===== config.mk =====
export PLATFORM = sky130hd
export DESIGN_NAME = ad9833_rx_flat
export DESIGN_NICKNAME = d
export VERILOG_FILES = /design/src/rtl/ad9833_pkg.sv /design/src/rtl/ad9833_rx_if.sv /design/src/rtl/ad9833_pin_sync.sv /design/src/rtl/ad9833_rx.sv /design/src/flat_wrapper.sv
export SDC_FILE = /design/constraint.sdc
export NUM_CORES = 1
export LEC_CHECK = 0
export ABC_CLOCK_PERIOD_IN_PS = 2500
export CORE_ASPECT_RATIO = 2
export CORE_MARGIN = 4
export CORE_UTILIZATION = 30
export CTS_BUF_LIST = sky130_fd_sc_hd__clkbuf_4
export DETAILED_ROUTE_END_ITERATION = 16
export SLEW_MARGIN = 30
export SYNTH_ARGS = -nofsm -noshare
export SYNTH_HDL_FRONTEND = slang
export SYNTH_SLANG_ARGS = --single-unit

===== constraint.sdc =====
create_clock -name clk -period 2.5 [get_ports clk]
set_input_delay 0.5 -clock clk [delete_from_list [all_inputs] [get_ports clk]]
set_output_delay 0.5 -clock clk [all_outputs]
set_load 0.005 [all_outputs]

===== src/rtl/ad9833_pkg.sv =====
// ---------------------------------------------------------------------------
// ad9833_pkg
// Shared definitions for the AD9833 serial receiver: receiver FSM states,
// address-field codes of the 16-bit word, control-bit positions, register
// widths and the FREQ register update helper.
// ---------------------------------------------------------------------------
package ad9833_pkg;

   typedef enum logic [1:0] {
      ST_IDLE  = 2'd0,
      ST_SHIFT = 2'd1,
      ST_DONE  = 2'd2
   } rx_state_t;

   // Address field w[15:14]
   localparam logic [1:0] ADDR_CTRL  = 2'b00;
   localparam logic [1:0] ADDR_FREQ0 = 2'b01;
   localparam logic [1:0] ADDR_FREQ1 = 2'b10;
   localparam logic [1:0] ADDR_PHASE = 2'b11;

   // Control-register bit positions
   localparam int B28 = 13;
   localparam int HLB = 12;

   // Register widths
   localparam int FREQ_W  = 28;
   localparam int PHASE_W = 12;

   // Next value of a FREQ register for a 14-bit data field d.
   // With B28 set, the first write of a pair only stages LSBs (register
   // unchanged); the second write commits {d, staged LSBs}.
   function automatic logic [FREQ_W-1:0] freq_next(
      input logic [FREQ_W-1:0] old_val,
      input logic [13:0]       d,
      input logic              b28,
      input logic              hlb,
      input logic              pend,
      input logic [13:0]       stage
   );
      logic [FREQ_W-1:0] r_val;
      if (b28) begin
         if (pend) begin
            r_val = {d, stage};
         end else begin
            r_val = old_val;
         end
      end else if (hlb) begin
         r_val = {d, old_val[13:0]};
      end else begin
         r_val = {old_val[27:14], d};
      end
      return r_val;
   endfunction

endpackage


===== src/rtl/ad9833_rx_if.sv =====
// ---------------------------------------------------------------------------
// ad9833_rx_if
// The AD9833 three-wire serial bus.
//   fsync : frame select, active low
//   sclk  : serial clock
//   sdata : serial data, MSB first
// master = the word transmitter, slave = the receiver.
// ---------------------------------------------------------------------------
interface ad9833_rx_if;
   logic fsync;
   logic sclk;
   logic sdata;

   modport master (output fsync, output sclk, output sdata);
   modport slave  (input  fsync, input  sclk, input  sdata);
endinterface


===== src/rtl/ad9833_pin_sync.sv =====
// ---------------------------------------------------------------------------
// ad9833_pin_sync
// Synchroniser chain plus one history flop for one asynchronous pin.
//   clk, rst_n : system clock, async active-low reset
//   i_pin      : raw asynchronous pin
//   o_level    : synchronised level
//   o_rise     : synchronised level high, history low (one-cycle pulse)
//   o_fall     : synchronised level low, history high (one-cycle pulse)
// Everything resets to 0, so a pin already low at reset release never
// produces a fall.
// ---------------------------------------------------------------------------
module ad9833_pin_sync #(
   parameter int SYNC_STAGES = 2
) (
   input  logic clk,
   input  logic rst_n,
   input  logic i_pin,
   output logic o_level,
   output logic o_rise,
   output logic o_fall
);

   logic [SYNC_STAGES-1:0] r_sync;
   logic                   r_hist;

   // Synchroniser chain and history flop
   always_ff @(posedge clk or negedge rst_n) begin
      if (!rst_n) begin
         r_sync <= '0;
         r_hist <= 1'b0;
      end else begin
         r_sync <= {r_sync[SYNC_STAGES-2:0], i_pin};
         r_hist <= r_sync[SYNC_STAGES-1];
      end
   end

   assign o_level = r_sync[SYNC_STAGES-1];
   assign o_rise  = r_sync[SYNC_STAGES-1] & ~r_hist;
   assign o_fall  = ~r_sync[SYNC_STAGES-1] & r_hist;

endmodule


===== src/rtl/ad9833_rx.sv =====
// ---------------------------------------------------------------------------
// ad9833_rx
// AD9833 serial receiver: oversamples FSYNC/SCLK/SDATA, deserialises 16-bit
// words framed by FSYNC and decodes them into the AD9833 register image.
//   clk, rst_n : system clock, async active-low reset
//   bus        : serial pins (slave modport)
//   word_valid : one-cycle pulse per completed word
//   word_data  : last completed word
//   frame_err  : one-cycle pulse when FSYNC rises mid-word (1..15 bits)
//   ctrl_reg, freq0_reg, freq1_reg, phase0_reg, phase1_reg : register image
//   word_count : completed words, wraps at 256
// ---------------------------------------------------------------------------
module ad9833_rx
   import ad9833_pkg::*;
#(
   parameter int SYNC_STAGES = 2
) (
   input  logic                clk,
   input  logic                rst_n,
   ad9833_rx_if.slave          bus,
   output logic                word_valid,
   output logic [15:0]         word_data,
   output logic                frame_err,
   output logic [15:0]         ctrl_reg,
   output logic [FREQ_W-1:0]   freq0_reg,
   output logic [FREQ_W-1:0]   freq1_reg,
   output logic [PHASE_W-1:0]  phase0_reg,
   output logic [PHASE_W-1:0]  phase1_reg,
   output logic [7:0]          word_count
);

   logic w_fsync_lvl, w_fsync_rise, w_fsync_fall;
   logic w_sclk_rise, w_sdata_lvl;
   logic w_unused_sclk_lvl, w_unused_sclk_fall;
   logic w_unused_sdata_rise, w_unused_sdata_fall;

   ad9833_pin_sync #(.SYNC_STAGES(SYNC_STAGES)) u_sync_fsync (
      .clk(clk), .rst_n(rst_n), .i_pin(bus.fsync),
      .o_level(w_fsync_lvl), .o_rise(w_fsync_rise), .o_fall(w_fsync_fall));

   ad9833_pin_sync #(.SYNC_STAGES(SYNC_STAGES)) u_sync_sclk (
      .clk(clk), .rst_n(rst_n), .i_pin(bus.sclk),
      .o_level(w_unused_sclk_lvl), .o_rise(w_sclk_rise), .o_fall(w_unused_sclk_fall));

   ad9833_pin_sync #(.SYNC_STAGES(SYNC_STAGES)) u_sync_sdata (
      .clk(clk), .rst_n(rst_n), .i_pin(bus.sdata),
      .o_level(w_sdata_lvl), .o_rise(w_unused_sdata_rise), .o_fall(w_unused_sdata_fall));

   rx_state_t          r_state, w_state_nxt;
   logic [3:0]         r_bit_cnt;
   logic [15:0]        r_shift;
   logic               r_word_valid, r_frame_err;
   logic [15:0]        r_word_data, r_ctrl;
   logic [FREQ_W-1:0]  r_freq0, r_freq1;
   logic [PHASE_W-1:0] r_phase0, r_phase1;
   logic [7:0]         r_word_count;
   logic               r_pair_pend;
   logic [13:0]        r_lsb_stage;

   logic        w_capture, w_word_done, w_abort_err, w_clr_cnt;
   logic [15:0] w_word;

   // The completed word includes the bit being captured this cycle
   assign w_word = {r_shift[14:0], w_sdata_lvl};

   // FSM state register
   always_ff @(posedge clk or negedge rst_n) begin
      if (!rst_n) begin
         r_state <= ST_IDLE;
      end else begin
         r_state <= w_state_nxt;
      end
   end

   // FSM next-state logic; fsync_rise wins over a simultaneous sclk_rise
   always_comb begin
      w_state_nxt = r_state;
      case (r_state)
         ST_IDLE: begin
            if (w_fsync_fall) w_state_nxt = ST_SHIFT;
            else              w_state_nxt = ST_IDLE;
         end
         ST_SHIFT: begin
            if (w_fsync_rise)                          w_state_nxt = ST_IDLE;
            else if (w_sclk_rise && r_bit_cnt == 4'd15) w_state_nxt = ST_DONE;
            else                                       w_state_nxt = ST_SHIFT;
         end
         ST_DONE: begin
            if (!w_fsync_lvl) w_state_nxt = ST_SHIFT;
            else              w_state_nxt = ST_IDLE;
         end
         default: w_state_nxt = ST_IDLE;
      endcase
   end

   // FSM output decode; completion is flagged on the 16th capture so the
   // registered outputs change on the edge that enters DONE
   always_comb begin
      w_capture   = (r_state == ST_SHIFT) && !w_fsync_rise && w_sclk_rise;
      w_word_done = w_capture && (r_bit_cnt == 4'd15);
      w_abort_err = (r_state == ST_SHIFT) && w_fsync_rise && (r_bit_cnt != 4'd0);
      w_clr_cnt   = ((r_state == ST_IDLE) && w_fsync_fall) ||
                    ((r_state == ST_DONE) && !w_fsync_lvl);
   end

   // Bit counter, shift register and pulse outputs
   always_ff @(posedge clk or negedge rst_n) begin
      if (!rst_n) begin
         r_bit_cnt    <= 4'd0;
         r_shift      <= 16'd0;
         r_word_valid <= 1'b0;
         r_frame_err  <= 1'b0;
      end else begin
         if (w_clr_cnt)      r_bit_cnt <= 4'd0;
         else if (w_capture) r_bit_cnt <= r_bit_cnt + 4'd1;
         if (w_capture)      r_shift   <= w_word;
         r_word_valid <= w_word_done;
         r_frame_err  <= w_abort_err;
      end
   end

   // Word capture and register-image decode
   always_ff @(posedge clk or negedge rst_n) begin
      if (!rst_n) begin
         r_word_data  <= 16'd0;
         r_word_count <= 8'd0;
         r_ctrl       <= 16'd0;
         r_freq0      <= '0;
         r_freq1      <= '0;
         r_phase0     <= '0;
         r_phase1     <= '0;
         r_pair_pend  <= 1'b0;
         r_lsb_stage  <= 14'd0;
      end else if (w_word_done) begin
         r_word_data  <= w_word;
         r_word_count <= r_word_count + 8'd1;
         case (w_word[15:14])
            ADDR_CTRL: begin
               r_ctrl      <= {2'b00, w_word[13:0]};
               r_pair_pend <= 1'b0;
            end
            ADDR_FREQ0, ADDR_FREQ1: begin
               // One pending flag serves both FREQ registers
               if (r_ctrl[B28]) begin
                  r_pair_pend <= ~r_pair_pend;
                  if (!r_pair_pend) r_lsb_stage <= w_word[13:0];
               end
               if (w_word[15:14] == ADDR_FREQ0)
                  r_freq0 <= freq_next(r_freq0, w_word[13:0], r_ctrl[B28],
                                       r_ctrl[HLB], r_pair_pend, r_lsb_stage);
               else
                  r_freq1 <= freq_next(r_freq1, w_word[13:0], r_ctrl[B28],
                                       r_ctrl[HLB], r_pair_pend, r_lsb_stage);
            end
            ADDR_PHASE: begin
               if (w_word[13]) r_phase1 <= w_word[11:0];
               else            r_phase0 <= w_word[11:0];
            end
            default: ;
         endcase
      end
   end

   assign word_valid = r_word_valid;
   assign frame_err  = r_frame_err;
   assign word_data  = r_word_data;
   assign word_count = r_word_count;
   assign ctrl_reg   = r_ctrl;
   assign freq0_reg  = r_freq0;
   assign freq1_reg  = r_freq1;
   assign phase0_reg = r_phase0;
   assign phase1_reg = r_phase1;

endmodule

===== src/flat_wrapper.sv =====
// flat-port wrapper written by rule: the top's interface ports become plain ports
module ad9833_rx_flat import ad9833_pkg::*;
#(
   parameter int SYNC_STAGES = 2
)
  (clk, rst_n, word_valid, word_data, frame_err, ctrl_reg, freq0_reg, freq1_reg, phase0_reg, phase1_reg, word_count, bus_fsync, bus_sclk, bus_sdata);
  ad9833_rx_if bus_i ();
  input  logic clk;
  input  logic rst_n;
  output logic word_valid;
  output logic [15:0] word_data;
  output logic frame_err;
  output logic [15:0] ctrl_reg;
  output logic [FREQ_W-1:0] freq0_reg;
  output logic [FREQ_W-1:0] freq1_reg;
  output logic [PHASE_W-1:0] phase0_reg;
  output logic [PHASE_W-1:0] phase1_reg;
  output logic [7:0] word_count;
  input wire logic [$bits(bus_i.fsync)-1:0] bus_fsync;
  input wire logic [$bits(bus_i.sclk)-1:0] bus_sclk;
  input wire logic [$bits(bus_i.sdata)-1:0] bus_sdata;
  assign bus_i.fsync = bus_fsync;
  assign bus_i.sclk = bus_sclk;
  assign bus_i.sdata = bus_sdata;
  ad9833_rx #(.SYNC_STAGES(SYNC_STAGES)) u_core (.clk(clk), .rst_n(rst_n), .bus(bus_i), .word_valid(word_valid), .word_data(word_data), .frame_err(frame_err), .ctrl_reg(ctrl_reg), .freq0_reg(freq0_reg), .freq1_reg(freq1_reg), .phase0_reg(phase0_reg), .phase1_reg(phase1_reg), .word_count(word_count));
endmodule

# Yosys cells after proc, flatten, opt, wreduce, memory -nomap -nowiden
# Cells that the tools add are included.
dict set report word_totals {
  reg_bits 164
  output_inout_bits 122
  wordCells 80
  input_bits 5
}
dict set report op_classes {
  n_reduce_logical 27
  addsub 2
  mux 12
  n_eq_ne 9
  bitwise 9
}
# op count
set ops {}
lappend ops {{2-to-1 mux 28 bit} 3}
lappend ops {{AND reduction 5 bit} 4}
lappend ops {{AND reduction 3 bit} 3}
lappend ops {{adder 8 x 1 -> 8 bit (second input constant)} 1}
lappend ops {{logical AND 1 bit} 8}
lappend ops {{2-to-1 mux 4 bit} 2}
lappend ops {{== test 2 bit (second input constant)} 3}
lappend ops {{NOT 1 bit} 6}
lappend ops {{one-hot mux 2 bit (3 select lines)} 1}
lappend ops {{nonzero test 2 bit} 3}
lappend ops {{adder 4 x 1 -> 4 bit (second input constant)} 1}
lappend ops {{== test 2 x 1 -> 1 bit (second input constant)} 2}
lappend ops {{== test 4 bit (second input constant)} 1}
lappend ops {{logical NOT 2 bit} 2}
lappend ops {{2-to-1 mux 2 bit} 2}
lappend ops {{!= test 2 x 1 -> 1 bit (second input constant)} 2}
lappend ops {{AND reduction 4 bit} 1}
lappend ops {{nonzero test 4 bit} 1}
lappend ops {{AND 1 bit} 3}
lappend ops {{2-to-1 mux 1 bit} 3}
lappend ops {{logical NOT 1 bit} 2}
lappend ops {{!= test 2 bit (second input constant)} 1}
lappend ops {{one-hot mux 1 bit (2 select lines)} 1}
lappend ops {{AND reduction 2 bit} 1}
lappend ops {{2 further kinds} 2}

# Longest topological paths before layout
# Gate-level depths: netlist of the first run.
dict set report depth {
  word_depth 7
  ltp_mapped 8
  ltp_nobuf 6
}

# By module
# Synthesis of the first run repeated with hierarchy kept, for this count alone.
dict set report unflattened {
  cells_unflattened 436
  area_unflattened_um2 6640.1
}
# mod n_inst seq_area_each_um2 cells_each area_each_um2
set modules_own_cells {}
lappend modules_own_cells {ad9833_rx 1 3903.7 421 6369.9}
lappend modules_own_cells {ad9833_pin_sync 3 75.1 5 90.1}

# Worst setup path after synthesis of the first run
# No wires, ideal clock.
dict set report synth_timing {
  path_type {reg2reg}
  startpoint {register u_core.r_bit_cnt[0]}
  endpoint {register u_core.r_lsb_stage[10]}
  t_arrival_ns 1.809
  period_less_slack_ns 1.934
  required_ns 2.375
  path_buffers 1
  slack_ns 0.566
  setup_time_ns 0.125
  stages_incl_launch_ff 7
  path_cell_list {dfrtp_1 > ha_1 > and3_4 > nand4_2 > nor3_2 > buf_4 > mux2_2}
}
dict set report synth_between {
  elab_chain_len 3
}
# item line_no
set synth_rtl {}
lappend synth_rtl {{start, declared} ad9833_rx.sv:50} ;# logic [3:0] r_bit_cnt;
lappend synth_rtl {{start signal, assigned} ad9833_rx.sv:115} ;# else if (w_capture) r_bit_cnt <= r_bit_cnt + 4'd1;
lappend synth_rtl {{== test 4 bit} ad9833_rx.sv:100} ;# w_word_done = w_capture && (r_bit_cnt == 4'd15);
lappend synth_rtl {{logical AND 1 bit} ad9833_rx.sv:100}
lappend synth_rtl {{AND reduction 4 bit (no source line)} -}
lappend synth_rtl {{end signal, assigned} ad9833_rx.sv:146} ;# if (!r_pair_pend) r_lsb_stage <= w_word[13:0];
lappend synth_rtl {{end, declared} ad9833_rx.sv:58} ;# logic [13:0] r_lsb_stage;
# No other way between the ends.
# A chain may end at the register's enable or synchronous reset.

# Worst setup path after layout of the first run
dict set report layout_timing {
  startpoint {register u_core.r_bit_cnt[0]}
  endpoint {register u_core.r_freq0[15] (netlist: u_core.freq0_reg[15])}
}
dict set report layout_between {
  elab_chain_len 3
}
# item line_no
set layout_rtl {}
lappend layout_rtl {{== test 4 bit} ad9833_rx.sv:100}
lappend layout_rtl {{logical AND 1 bit} ad9833_rx.sv:100}
lappend layout_rtl {{AND reduction 5 bit (no source line)} -}
lappend layout_rtl {{end signal, assigned} ad9833_rx.sv:149} ;# r_freq0 <= freq_next(r_freq0, w_word[13:0], r_ctrl[B28],
lappend layout_rtl {{end, declared} ad9833_rx.sv:54} ;# logic [FREQ_W-1:0] r_freq0, r_freq1;
# No other way between the ends.

==> results of run 1 <==
## layout by cell type, fill, tap and decap left out, types with 2 or more instances in the layout
cell	netlist	routed
a22o_1	13	13
and3_1	2	2
buf_4	7	14
clkbuf_4	0	17
clkdlybuf4s50_1	0	123
clkinv_4	0	4
conb_1	1	2
dfrtp_1	164	164
ha_1	6	6
inv_1	5	5
inv_6	0	6
mux2_1	3	3
mux2_2	124	124
mux2_4	10	10
nand2_1	15	15
nand2b_1	3	3
nand3_1	3	3
nand4_1	7	7
nor2_1	7	7
nor2b_1	2	2
nor3_2	1	2
o21ai_0	4	4
xnor2_1	9	9
## worst reg2reg max path, delay by kind of cell, from the launching register on
family	cells	cell delay (ns)
simple gates	3	0.58
flops	1	0.44
buf+inv	2	0.43
mux	1	0.36
fa+ha+maj	1	0.23
## routing by layer
layer	GRT usage, %	share of wire [%]
met4	5.58	2.2
met2	27.0	59
met5	0	0
met3	3.10	2.8
met1	14.5	36
## worst min-delay path by stage
stage               depth (start not counted)  slack (ns)                       endpoint
floorplan                                   0        0.20             u_core.ctrl_reg[0]
global placement                            0        0.34  u_core.u_sync_sdata.r_sync[1]
detailed placement                          0        0.34  u_core.u_sync_sdata.r_sync[1]
CTS                                         2        0.27           u_core.word_data[13]
global route                                1        0.28  u_core.u_sync_sdata.r_sync[0]
finish                                      2        0.33           u_core.word_data[13]
## metrics by stage
stage	instance area, um^2	power (uW)	std cells
final	8360	4710	847
after global routing	8360	4950	847
after CTS	8360	4810	846
after detailed placement	8080	3260	813
after global placement	8080	3240	813
after floorplan	6530	3050	433
## report_power, final
part           internal, uW  switching, uW
Combinational           121            134
Sequential             2720            215
Clock                   519           1000
## what timing repair did
item,in CTS,in global routing
endpoints found under the setup margin,0,0
setup buffers,0,0
endpoints found under the hold margin,21,0
hold buffers,1,0
## kinds of logic (layout without fill, tap and decap cells)
kind of cell | after synthesis | in the layout | share of synthesized area, %
flops | 164 | 164 | 62.9
mux | 137 | 137 | 24.2
simple gates | 54 | 54 | 4.83
buf+inv | 38 | 178 | 2.89
compound gates | 22 | 22 | 2.65
xor+xnor | 10 | 10 | 1.34
fa+ha+maj | 6 | 6 | 1.15
other cells | 1 | 3 | 0.0574
## final cells by class
class | count | area (um^2)
Sequential cell | 164 | 4100
Clock buffer | 17 | 128
Antenna cell | 1 | 2.50
Fill cell | 2092 | 13100
Tap cell | 273 | 342
Multi-Input combinational cell | 231 | 2240
Clock inverter | 15 | 145
Timing Repair Buffer | 140 | 1380
Inverter | 6 | 22.5
==> results.ini, run 1 <==
[synthesis]
synth_edf_count = 0
synth.top_cell.area_share_pct = 62.9
syn-cell-area_um2 = 6530
yosys.area.top_type = dfrtp_1
synth_area_leaders = dfrtp_1 63%, mux2_2 21%, mux2_4 2.3%, a22o_1 1.7%, xnor2_1 1.2%
synthDistinctLibCells = 44
async_flop_share_pct = 100
seq_area_frac_synth_pct = 62.9
avgSynthCellArea_um2 = 15.1
ys_ff_latch = 164
synth_most_common_cell = dfrtp_1
synthCells = 432
ys.warnings.count = 0
synth_flop_cell = dfrtp_1
ys_top_cells_by_count = 164 x dfrtp_1, 124 x mux2_2, 15 x nand2_1

[placed_design]
place.gp.congestion = 0.753
preCtsSetupSlack_ns = 0.414
portBuffers = 124
dp_hpwl_mm = 12.0

[worst_setup_path]
start_kind = register
crit_family = simple AND/OR/NAND/NOR gates
crit_slowest_cell = dfrtp_1
cp.arrival_ns = 2.59
timing.critical_path.depth = 7
timing.critical_path.from = u_core.r_bit_cnt[0]
r2r-start = u_core.r_bit_cnt[0]
cp_data_required_time_ns = 2.97
worstSetupPathType = register to register
critPathMaxStageDelay_ns = 0.44
r2r_slack_ns = 0.38
crit_fanout = 14
endpoint = u_core.freq0_reg[15]
worstPathCellList = ha_1 -> and3_4 -> nand4_2 -> inv_2 -> and3_1 -> buf_4 -> mux2_2
critPathBufInv = 2
rr_endpoint = u_core.freq0_reg[15]
cp-end-kind = register
ff2ff_path_depth = 7

[finish]
drive_gt1_share_pct = 33.5
nets = 571
postLayoutCoreUtil_pct = 38.9
syn2layout_area_growth_pct = 28.1

[routing]
antenna_left = 0
drt-wirelength-per-cell_um = 19.4
drc = 0
routed_wl_mm = 16.4
drtIter0Drc = 108
vias_per_cell = 4.62
drt_pass1_iterations = 4
dr_total_vias = 3911

[power]
powerDensity_nw_per_um2 = 563
p_leak_uw = 0.00400
irDropWorstVdd_mv = 0.364

[die]
rows = 76
die_w_um = 112
die_area_um2 = 24300
die_h_um = 217
initial_core_util_pct = 30.4
ioPinCount = 127
core_area_um2 = 21500

[global_routing]
grt_pass1_vias = 4314
grt_max_degree = 81
grt_pass1_wl_mm = 25.8
grtUsageTotal_pct = 14.1
antenna_found_initial = 1
gr-total-overflow = 0

[clock_tree]
cts-resized-gates = 0
clock_tree.root_cell = clkbuf_4
cts_buffers = 17
clkLatencyLatePin_ns = 0.58
htree_levels = 4
cts_buffer_depth = 2
clk_pin_slew_ns = 0.14
cts_sinks = 164
cts_tree = done

[timing]
final.setup.worst_slack_ns = 0.375
slew_violations = 0
tightest_slew_ns = 0.530
rsz0062_at_grt = false
fin_tns_setup_ns = 0
fin_crit_ns = 2.12
slew_headroom_pct = 64.4
setup_viol_count_final = 0
fmax_mhz = 471
timing.final.crit_share_pct = 85.0
whs_ns = 0.332
hold_viol_final = 0
skew_ns = 0.0285

[hold_path]
hold_class = primary input to asynchronous set/reset pin

[outcome]
outcome = complete, no violations

[run]
drv_cap = 0

Note: power is estimated with default switching activity, not from simulation.
==> run 2, diff against run 1 <==
- ABC_CLOCK_PERIOD_IN_PS: 2500 -> 1920
- clock period: 2.5 -> 1.92 ns (I/O delays scaled with it)
==> run 2 against run 1 <==
Effect of this change: sequential power up 28%; clock power up 45%; setup slack worse by 0.34 ns; wire length up 6.3%; register-to-register slack worse by 0.34 ns; critical path type unchanged; critical endpoint is now u_core.r_lsb_stage[5].
==> results.ini, run 2 (synthesis results as in run 1) <==
[timing]
fin_crit_ns = 1.88  ; -0.244 ns
setup_viol_count_final = 0  ; unchanged
slew_violations = 0  ; unchanged
timing.final.crit_share_pct = 98.0  ; +13 points
hold_viol_final = 0  ; unchanged
slew_headroom_pct = 62.1  ; -2.3 points
rsz0062_at_grt = true
final.setup.worst_slack_ns = 0.0389  ; -0.336 ns
fmax_mhz = 532  ; +13%
fin_tns_setup_ns = 0  ; unchanged
skew_ns = 0.0131  ; -0.0154 ns
tightest_slew_ns = 0.565  ; +0.0343 ns

[die]
core_area_um2 = 21500  ; unchanged
die_w_um = 112  ; unchanged
rows = 76  ; unchanged
ioPinCount = 127  ; unchanged
die_area_um2 = 24300  ; unchanged
initial_core_util_pct = 30.4  ; unchanged
die_h_um = 217  ; unchanged

[finish]
final_common_cell = dfrtp_1
final_cells = 895  ; +5.7%
postLayoutCoreUtil_pct = 42.2  ; +3.2 points
nets = 620  ; +8.6%
stdcell_area_um2 = 9060  ; +8.3%
drive_gt1_share_pct = 40.3  ; +6.7 points
syn2layout_area_growth_pct = 38.8
mostFrequentLayoutCells = 160 x dfrtp_1, 116 x mux2_2, 51 x buf_4, 45 x dlymetal6s2s_1

[placed_design]
preCtsSetupSlack_ns = 0.00670  ; -0.408 ns
dpl_cell_area_um2 = 8350  ; +3.3%
portBuffers = 124  ; unchanged
place.gp.congestion = 0.755  ; +0.25%
dp_hpwl_mm = 12.6  ; +4.8%
dpl.cell_count = 833  ; +2.5%

[routing]
drt-wirelength-per-cell_um = 19.5  ; +0.58%
drtIter0Drc = 115  ; +6.5%
drt_pass1_iterations = 4  ; unchanged
drc = 0  ; unchanged
routed_wl_mm = 17.4  ; +6.3%
vias_per_cell = 4.62  ; about the same
antenna_left = 0  ; unchanged
dr_total_vias = 4135  ; +5.7%

[worst_setup_path]
cp_data_required_time_ns = 2.38  ; -0.59 ns
critPathMaxStageDelay_ns = 0.38  ; -0.06 ns
r2r-start = u_core.r_bit_cnt[1]
timing.critical_path.from = u_core.r_bit_cnt[1]
cp.arrival_ns = 2.34  ; -0.25 ns
crit_fanout = 8  ; -6
crit_family = simple AND/OR/NAND/NOR gates
cp-end-kind = register
critPathBufInv = 3  ; +1
start_kind = register
cp_common_cell = buf_6
crit_slowest_cell = dfrtp_1
worstSetupPathType = register to register
worstPathCellList = ha_2 -> and3_4 -> nand4_4 -> buf_6 -> nor3_4 -> buf_6 -> buf_12 -> mux2_4

[global_routing]
grtUsageTotal_pct = 14.8  ; +0.74 points
grt_pass1_wl_mm = 27.3  ; +5.7%
grt_pass1_vias = 4650  ; +7.8%
antenna_found_initial = 1  ; unchanged
gr-total-overflow = 0  ; unchanged
grt_max_degree = 53  ; -35%

[clock_tree]
cts_buffer_depth = 2  ; unchanged
clock_tree.root_cell = clkbuf_4
clk_pin_slew_ns = 0.13  ; about the same
htree_levels = 4  ; unchanged
cts_buffers = 17  ; unchanged
clkLatencyLatePin_ns = 0.57  ; about the same
cts_sinks = 164  ; unchanged
cts_tree = done

[power]
power_frac_clock_pct = 34.1  ; +1.8 points
pwr-share-seq_pct = 58.0  ; -4.3 points
p_int_uw = 4810  ; +43%
p_sw_share_pct = 25.5  ; -3.2 points
powerDensity_nw_per_um2 = 713  ; +26%
irDropWorstVdd_mv = 0.397  ; +9.0%
p_leak_uw = 0.00536  ; +34%
combPwrFrac_pct = 7.9  ; +2.5 points
p_switching_uw = 1650  ; +22%

[outcome]
outcome = complete, no violations

[hold_path]
worstHoldStart = bus_sclk
hold_class = primary input to register

[run]
drv_cap = 0  ; unchanged

==> run 2: changes by cell type in the layout (fill, tap and decap cells not counted), moves of 3 or more <==
cell | previous run | this run
dfrtp_2 | 0 | 4
buf_12 | 1 | 10
dlymetal6s2s_1 | 0 | 45
clkdlybuf4s50_1 | 123 | 39
inv_6 | 6 | 0
ha_1 | 6 | 3
clkinv_4 | 4 | 1
bufinv_16 | 1 | 4
mux2_2 | 124 | 116
dlygate4sd2_1 | 0 | 39
dfrtp_1 | 164 | 160
buf_4 | 14 | 51
mux2_4 | 10 | 18
==> run 2: cell type report <==
class | instances | area, um^2
well taps | 273 | 342
inverters | 6 | 25.0
multi-input cells | 231 | 2330
clock inverters | 12 | 163
diodes | 1 | 2.50
flip-flops and latches | 164 | 4110
clock buffers | 19 | 143
repair buffers | 189 | 1950
fillers | 2082 | 12400
==> run 2: through the flow <==
stage	hold slack (ns)	total power (uW)
global route	0.182	6760
global placement	0.337	4290
finish	0.238	6450
floorplan	0.0884	3970
CTS	0.181	6570
detailed placement	0.337	4310
==> run 2: final timing paths <==
path	cells after the start	endpoint	slack, ns
worst max-delay path	8	u_core.r_lsb_stage[5]	0.04
worst min-delay path	1	u_core.u_sync_sclk.r_sync[0]	0.24
worst max register to register	8	u_core.r_lsb_stage[5]	0.04
worst min register to register	0	u_core.u_sync_sdata.r_sync[1]	0.35
max in group asynchronous	3	u_core.word_count[2]	0.91
min in group asynchronous	2	u_core.phase1_reg[10]	0.33
==> run 2: what timing repair did <==
| action | CTS | global route |
|---|---|---|
| pin swaps | 0 | 3 |
| setup buffers | 17 | 11 |
| gates resized for setup | 48 | 62 |
| hold endpoints to repair | 44 | 0 |
| endpoints found under the setup margin | 55 | 102 |
| gates cloned | 1 | 0 |
| hold buffers | 1 | 0 |
==> run 2: power by group through the flow <==
stage,sequential [uW],combinational [uW],clock (uW)
finish,3740,511,2200
global route,3770,562,2420
CTS,3760,516,2290
detailed placement,3830,489,0
global placement,3820,471,0
floorplan,3640,323,0
==> run 2: worst register-to-register path: cells and delay by family, from the launching register on <==
family	cells	cell delay, ns
buffers and inverters	3	0.44
and+or+nand+nor	3	0.46
DFF	1	0.38
adders and majority gates	1	0.19
muxes	1	0.30
==> run 2: routing by layer <==
| metal | share of wire [%] | GRT usage, % |
|---|---|---|
| met1 | 35 | 14.7 |
| met2 | 58 | 28.2 |
| met3 | 3.7 | 3.74 |
| met4 | 3.5 | 6.82 |
| met5 | 0 | 0 |
==> run 3, diff against run 2 <==
- CORE_MARGIN: 4 -> unset
==> run 3 against run 2 <==
Effect of this change: global-route usage is 1.0 points higher; hold slack worse by 0.0079 ns; combinational power rose by 3%; critical path type unchanged; largest power group unchanged.
==> results.ini, run 3 (synthesis results as in run 1) <==
[finish]
mostFrequentLayoutCells = 161 x dfrtp_1, 110 x mux2_2, 53 x dlymetal6s2s_1, 48 x buf_4, 36 x dlygate4sd2_1
postLayoutCoreUtil_pct = 42.4  ; +0.25 points
final_common_cell = dfrtp_1
nets = 618  ; -0.32%
final_cells = 894  ; -0.11%
syn2layout_area_growth_pct = 39.0
fillers = 1985  ; -4.7%
drive_gt1_share_pct = 39.7  ; -0.58 points

[clock_tree]
clkLatencyLatePin_ns = 0.59  ; +0.02 ns
clock_tree.root_cell = clkbuf_4
cts_buffer_depth = 2  ; unchanged
clk_pin_slew_ns = 0.13  ; about the same
cts_tree = done
cts_buffers = 17  ; unchanged
cts_sinks = 164  ; unchanged
htree_levels = 4  ; unchanged

[placed_design]
dp_hpwl_mm = 12.1  ; -3.8%
portBuffers = 124  ; unchanged
place.gp.congestion = 0.733  ; -2.9%
dpl.cell_count = 832  ; -0.12%

[die]
die_w_um = 106  ; -5.3%
die_area_um2 = 22400  ; -8.0%
rows = 76  ; unchanged
initial_core_util_pct = 30.5  ; +0.13 points
ioPinCount = 127  ; unchanged
die_h_um = 211  ; -2.8%
core_area_um2 = 21400  ; -0.44%

[worst_setup_path]
cp-end-kind = register
cp_data_required_time_ns = 2.41  ; +0.03 ns
r2r_slack_ns = 0.02  ; -0.02 ns
crit_fanout = 7  ; -1
rr_endpoint = u_core.r_lsb_stage[1]
ff2ff_path_depth = 7  ; -1
cp.arrival_ns = 2.39  ; +0.05 ns
start_kind = register
r2r-start = u_core.r_bit_cnt[0]
worstSetupPathType = register to register

[power]
irDropWorstVdd_mv = 0.434  ; +9.3%
p_leak_uw = 0.00553  ; +3.3%
total_power_uw = 6230  ; -3.4%
powerDensity_nw_per_um2 = 687  ; -3.6%

[timing]
slew_violations = 0  ; unchanged
fmax_mhz = 527  ; -0.82%
fin_tns_setup_ns = 0  ; unchanged
setup_viol_count_final = 0  ; unchanged
tightest_slew_ns = 0.565  ; +0.000369 ns
fin_crit_ns = 1.90  ; +0.0156 ns
skew_ns = 0.0166  ; +0.00353 ns
timing.final.crit_share_pct = 98.8  ; +0.81 points
hold_viol_final = 0  ; unchanged
rsz0062_at_grt = true
whs_ns = 0.230  ; -0.00794 ns
slew_headroom_pct = 62.1  ; about the same

[hold_path]
worstHoldStart = bus_sdata
worstHoldEndpoint = u_core.u_sync_sdata.r_sync[0]
hold_class = primary input to register
hold_depth = 1  ; unchanged

[routing]
drt-wirelength-per-cell_um = 19.1  ; -2.0%
antenna_left = 0  ; unchanged
dr_total_vias = 4145  ; +0.24%
drc = 0  ; unchanged
vias_per_cell = 4.64  ; +0.35%
drtIter0Drc = 128  ; +11%
drt_pass1_iterations = 4  ; unchanged
routed_wl_mm = 17.1  ; -2.2%

[run]
drv_cap = 0  ; unchanged

[outcome]
outcome = complete, no violations

[global_routing]
antenna_found_initial = 1  ; unchanged
grt_max_degree = 41  ; -23%
grt_pass1_wl_mm = 25.9  ; -5.0%
grtUsageTotal_pct = 15.9  ; +1.0 points
gr-total-overflow = 0  ; unchanged
grt_pass1_vias = 4441  ; -4.5%

-- run 3: worst max-delay path: stages (launching register included) --
cell and delay (ns):
dfrtp_1 0.39, ha_2 0.19, and3_4 0.23, nand4_4 0.12
buf_6 0.14, nor3_4 0.22, clkbuf_16 0.22, mux2_4 0.29
-- run 3: power breakdown --
group / internal (uW) / leakage, uW / switching [uW]
sequential: 3540 / 0.00226 / 199
combinational: 236 / 0.00313 / 291
clock: 754 / 0.000144 / 1210
total: 4530 / 0.00553 / 1700
-- run 3: worst max path at each step --
stage | from | endpoint | slack [ns] | depth (start not counted)
after detailed placement | u_core.r_shift[13] | u_core.freq1_reg[5] | 0.03 | 5
after global routing | u_core.r_bit_cnt[0] | u_core.r_lsb_stage[1] | -0.07 | 7
after floorplan | u_core.r_bit_cnt[0] | u_core.ctrl_reg[10] | -0.0005 | 8
after global placement | u_core.r_shift[13] | u_core.freq1_reg[7] | 0.04 | 5
final | u_core.r_bit_cnt[0] | u_core.r_lsb_stage[1] | 0.02 | 7
after CTS | u_core.ctrl_reg[6] | ctrl_reg[6] | 0.00002 | 1
-- run 3: per-layer routing --
layer  vias up  track usage [%]  wire [um]
li1       1866                -          -
met1      2174             15.4       5950
met2        85             30.0       9850
met3        20             4.39        741
met4         0             7.81        524
met5         -                0          0
-- run 3: metrics by stage --
step	setup slack (ns)	area, um^2
after floorplan	-0.000546	6540
after global placement	0.0416	8350
after detailed placement	0.0252	8350
after CTS	0.0000211	8700
after global routing	-0.0686	9070
final	0.0232	9070
-- run 3: cell type report --
class | instances | area [um^2] | area share, %
Sequential cell | 164 | 4110 | 45.3
Multi-Input combinational cell | 231 | 2350 | 25.9
Timing Repair Buffer | 187 | 1970 | 21.7
Tap cell | 273 | 342 | 3.77
Clock inverter | 15 | 141 | 1.56
Clock buffer | 17 | 128 | 1.41
Inverter | 6 | 25.0 | 0.276
Antenna cell | 1 | 2.50 | 0.0276
-- run 3: timing repair --
action                     CTS  global route
pin swaps                    0             3
gates cloned                 0             1
gates resized for setup     41            80
hold buffers                 1             0
setup buffers               14            13
hold endpoints to repair    35             0
setup endpoints to repair   46           115
